File: src/rtl/vedic_mac_accumulator.sv
// rtl/vedic_mac_accumulator.sv - saturating frame accumulator for the vedic16b product stream
module vedic_mac_accumulator #(
  parameter int ACC_W   = 40,
  parameter int N_TERMS = 8
) (
  input  logic             clk,
  input  logic             rst,
  input  logic             clr,
  input  logic             in_valid,
  output logic             in_ready,
  input  logic [31:0]      prod,
  input  logic             in_last,
  output logic             out_valid,
  input  logic             out_ready,
  output logic [ACC_W-1:0] out_sum,
  output logic [7:0]       out_terms,
  output logic             out_ovf
);

  typedef enum logic {ACC, OUT} state_t;

  state_t           state_q, state_d;
  logic [ACC_W-1:0] acc_q, acc_d;
  logic [7:0]       cnt_q, cnt_d;
  logic             ovf_q, ovf_d;
  logic             out_valid_q, out_valid_d;
  logic [ACC_W-1:0] out_sum_q, out_sum_d;
  logic [7:0]       out_terms_q, out_terms_d;
  logic             out_ovf_q, out_ovf_d;

  logic [ACC_W:0]   nsum;
  logic             sat;
  logic [ACC_W-1:0] sat_sum;
  logic             frame_end;
  logic             accept;

  // One extra carry bit detects overflow; a saturated acc stays all-ones since prod >= 0.
  assign nsum      = {1'b0, acc_q} + {{(ACC_W-31){1'b0}}, prod};
  assign sat       = nsum[ACC_W];
  assign sat_sum   = sat ? {ACC_W{1'b1}} : nsum[ACC_W-1:0];
  assign frame_end = (cnt_q == 8'(N_TERMS-1)) || in_last;
  assign in_ready  = (state_q == ACC) && !clr;
  assign accept    = in_valid && in_ready;

  always_comb begin
    state_d     = state_q;
    acc_d       = acc_q;
    cnt_d       = cnt_q;
    ovf_d       = ovf_q;
    out_valid_d = out_valid_q;
    out_sum_d   = out_sum_q;
    out_terms_d = out_terms_q;
    out_ovf_d   = out_ovf_q;
    case (state_q)
      ACC: begin
        if (clr) begin
          acc_d = '0;
          cnt_d = '0;
          ovf_d = 1'b0;
        end else if (accept) begin
          if (frame_end) begin
            out_sum_d   = sat_sum;
            out_terms_d = cnt_q + 8'd1;
            out_ovf_d   = ovf_q | sat;
            out_valid_d = 1'b1;
            state_d     = OUT;
            acc_d       = '0;
            cnt_d       = '0;
            ovf_d       = 1'b0;
          end else begin
            acc_d = sat_sum;
            cnt_d = cnt_q + 8'd1;
            ovf_d = ovf_q | sat;
          end
        end
      end
      OUT: begin
        // clr drops the pending result even when out_ready is high.
        if (clr || out_ready) begin
          out_valid_d = 1'b0;
          state_d     = ACC;
        end
      end
      default: state_d = ACC;
    endcase
  end

  always_ff @(posedge clk) begin
    if (rst) begin
      state_q     <= ACC;
      acc_q       <= '0;
      cnt_q       <= '0;
      ovf_q       <= 1'b0;
      out_valid_q <= 1'b0;
      out_sum_q   <= '0;
      out_terms_q <= '0;
      out_ovf_q   <= 1'b0;
    end else begin
      state_q     <= state_d;
      acc_q       <= acc_d;
      cnt_q       <= cnt_d;
      ovf_q       <= ovf_d;
      out_valid_q <= out_valid_d;
      out_sum_q   <= out_sum_d;
      out_terms_q <= out_terms_d;
      out_ovf_q   <= out_ovf_d;
    end
  end

  assign out_valid = out_valid_q;
  assign out_sum   = out_sum_q;
  assign out_terms = out_terms_q;
  assign out_ovf   = out_ovf_q;

endmodule

File: config.mk
export PLATFORM = sky130hd
export DESIGN_NAME = vedic_mac_accumulator
export DESIGN_NICKNAME = d
export VERILOG_FILES = /design/src/rtl/vedic_mac_accumulator.sv
export SDC_FILE = /design/constraint.sdc
export NUM_CORES = 1
export LEC_CHECK = 0
export CORE_MARGIN = 2
export CORE_UTILIZATION = 40
export DETAILED_ROUTE_END_ITERATION = 10
export DONT_BUFFER_PORTS = 1
export GPL_ROUTABILITY_DRIVEN = 0
export PLACE_DENSITY = 0.66
export SLEW_MARGIN = 10
export SYNTH_ARGS = -nofsm -noshare
export SYNTH_HDL_FRONTEND = slang
export SYNTH_SLANG_ARGS = --single-unit
File: constraint.sdc
create_clock -name clk -period 5.5 [get_ports clk]
set_clock_uncertainty 0.2 [all_clocks]
set_input_delay 0.55 -clock clk [delete_from_list [all_inputs] [get_ports clk]]
set_output_delay 0.55 -clock clk [all_outputs]
set_load 0.02 [all_outputs]
==> results.md <==
- Status: finished clean
- All-Layer GR Usage: 20.39%
- Tightest Pin Transition: 1.114 ns
- Worst path cell trace: ha_1 > fa_1 > a211oi_1 > o21ai_2 > o2111ai_2 > a211o_1 > a21o_1 > a211oi_4 > buf_4 > a21oi_1 > a211oi_1
- WHS Path Cells: 1
- Number of port buffers: 0
- # DRC: 0
- Clk buf depth: 2
- Max-Cap Viols: 0
- # hold bufs at CTS: 0
- Fin crit period: 4.033 ns
- Most area-hungry cell type in the Yosys netlist: dfxtp_1
- EDFF count, synth: 0
- Commonest cells in the netlist: nor2_1, dfxtp_1, a21oi_1
- Critical path buffers and inverters: 1
- Seq/Total Area, Yosys: 34.45%
- Die H: 124.5 um
- H-tree lvl count: 3
- Worst path slowest cell: a211oi_4
- Worst path required time: 5.57 ns
- Top-area cell type share of the netlist area: 34.45%
- 1st-pass router iterations: 5
- Fill cell count: 1440
- CTS buffer count: 9
- Grt ovf: 0
- Final WL: 15900 um
- Synth async-reset ratio: 0%
- Clock Latency Late Sink: 0.36 ns
- CTS resizes: 0
- CP max FO: 26
- DPL Wire Length: 11180 um
- Crit path largest cell delay: 0.95 ns
- Most common cell in the netlist: nor2_1
- Yosys warns: 0
- CTS clk-pin slew, worst paths: 0.07 ns
- Diodes inserted: 0
- Layout cell share with drive strength beyond 1: 5.679%
- Setup TNS: 0 ns
- Post-Syn Area per Cell: 7.780 um2
- Synth Flop Type: dfxtp_1
- Mapped cell area: 5812 um2
- Leakage: 0.002427 uW
- Largest net degree at the start of global routing: 84
- Most frequent CP cell: a211oi_1
- Die footprint: 15510 um2
- FP Rows: 44
- # placed instances: 891
- Initial Util: 40.45%
- First-pass GRT wire length: 25800 um
- Antenna violations before repair: 0
- Unique masters post-synth: 60
- Slew HR: 25.49%
- Nets@finish: 790
- FF-to-FF path depth: 11
- CTS tree: done
- Fin. max-slew vios: 0
- Area grow syn2layout: 7.341%
- Pwr/cell area: 274.1 nW/um2
- Clock sinks: 100
- Critical path startpoint category: flop
- Final Cycle Share: 73.32%
- Hold path start: rst
- Synth top area cells: dfxtp_1, ha_1, nor2_1
- Maximum operating frequency: 248.0 MHz
- Routed wire length per instance: 17.55 um
- Ports: 89
- Mapped Nets: 819
- Dpl cell area: 5899 um2
- Post-synthesis cell count: 747
- Clock Tree Root: clkbuf_16
- Setup crit end kind: flop
- Final setup fails: 0
- CP Class: reg -> reg
- CP Depth: 11
- CORE AREA: 14370 um2
- Vias in the first global route: 4980
- DRT antenna net count: 0
- FF+latch count, synth: 100
- Post-CTS setup repair buffer count: 0
- VDD IR-drop max: 147.2 uV
- Via density: 5.797
- CP arrival: 4.10 ns
- CP top delay family: compound AO/OA/AOI/OAI gates
- CP startpoint: acc_q[0]
- Iteration-0 DRC Markers: 329
- RSZ-0062 raised after global routing: no
- Hold Violations, Final: 0
- Final cell count without fillers: 906
- Vias: 5252
- Die X: 124.5 um
- RR Startpoint: acc_q[0]
- Post-route cell area: 6238 um2
- Worst hold path type: in -> reg
## worst reg2reg max path: cells and delay by family, from the launching register on
family                     cells  cell delay, ns
DFF                            1            0.34
AOI/OAI and AO/OA              8            2.54
adders and majority gates      2            0.42
buffers and inverters          1            0.45
## cells by family after synthesis
kind of cell	Yosys count	share of synthesized area (%)
xor gates and xnor gates	32	4.822
and+or+nand+nor	286	22.05
muxes	2	0.3445
buffers and inverters	55	3.983
adders and majority gates	34	7.449
DFF	100	34.45
AOI/OAI and AO/OA	238	26.91
## metrics by stage
stage / total power, uW / setup WS (ns) / hold slack [ns] / util (%)
2_1_floorplan: 958.8 / 2.242 / 0.2262 / -
4_1_cts: 1723 / 1.463 / 0.05060 / 43.42
6_report: 1710 / 1.467 / 0.05513 / 43.42
5_1_grt: 1780 / 1.160 / 0.05036 / 43.42
3_5_place_dp: 995.1 / 1.297 / 0.2435 / 41.06
3_3_place_gp: 993.9 / 1.308 / 0.2380 / 41.06
## cell type report
class	instances	area (um2)	share of cell area (%)
Sequential cell	100	2002	32.09
Clock inverter	6	113.9	1.825
Tap cell	184	230.2	3.690
Inverter	11	41.29	0.6619
Clock buffer	9	225.2	3.610
Timing Repair Buffer	4	30.03	0.4813
Multi-Input combinational cell	592	3596	57.64
## final timing paths
| kind | endpoint | slack (ns) |
|---|---|---|
| hold / removal | out_valid | 0.06 |
| setup reg to reg | acc_q[18] | 1.47 |
| setup / recovery | acc_q[18] | 1.47 |
| hold reg to reg | acc_q[13] | 0.26 |
## layout by cell type (no fill, tap or decap), types with 6 or more instances in the layout
master     Yosys  final
nor2_1       109    107
dfxtp_1      100    100
a21oi_1       73     73
nand2_1       70     70
nor3_1        46     46
o21ai_0       34     34
ha_1          33     33
a211oi_1      23     23
a21o_1        19     19
nand3_1       19     19
xnor2_1       19     19
o21ai_1       14     14
a22oi_1       13     13
xor2_1        13     13
inv_1         11     11
clkbuf_16      0      9
a211oi_2       8      7
nand4_1        6      6
and3_1         6      6
a311oi_1       6      6
## report_power, final
group | switching (uW) | internal (uW) | total, uW | leakage (uW)
Clock | 287 | 443 | 729 | 0.000158
Sequential | 39.1 | 748 | 787 | 0.000813
Combinational | 124 | 69.6 | 193 | 0.00146
Total | 449 | 1260 | 1710 | 0.00243
## sequential cells by signal (all words and copies together) (netlist names)
name       cells
out_terms      8
state_q        1
out_sum       40
ovf_q          1
out_ovf        1
acc_q         40
cnt_q          8
out_valid      1
## routing by layer
layer / GRT usage, % / vias to the layer above / part of all wire (%)
met5: 0 / - / 0
met3: 4.682 / 14 / 6.1
li1: - / 2653 / -
met4: 5.552 / 0 / 1.2
met2: 32.27 / 130 / 45
met1: 27.99 / 2455 / 47
Note: power is estimated with default switching activity, not from simulation.
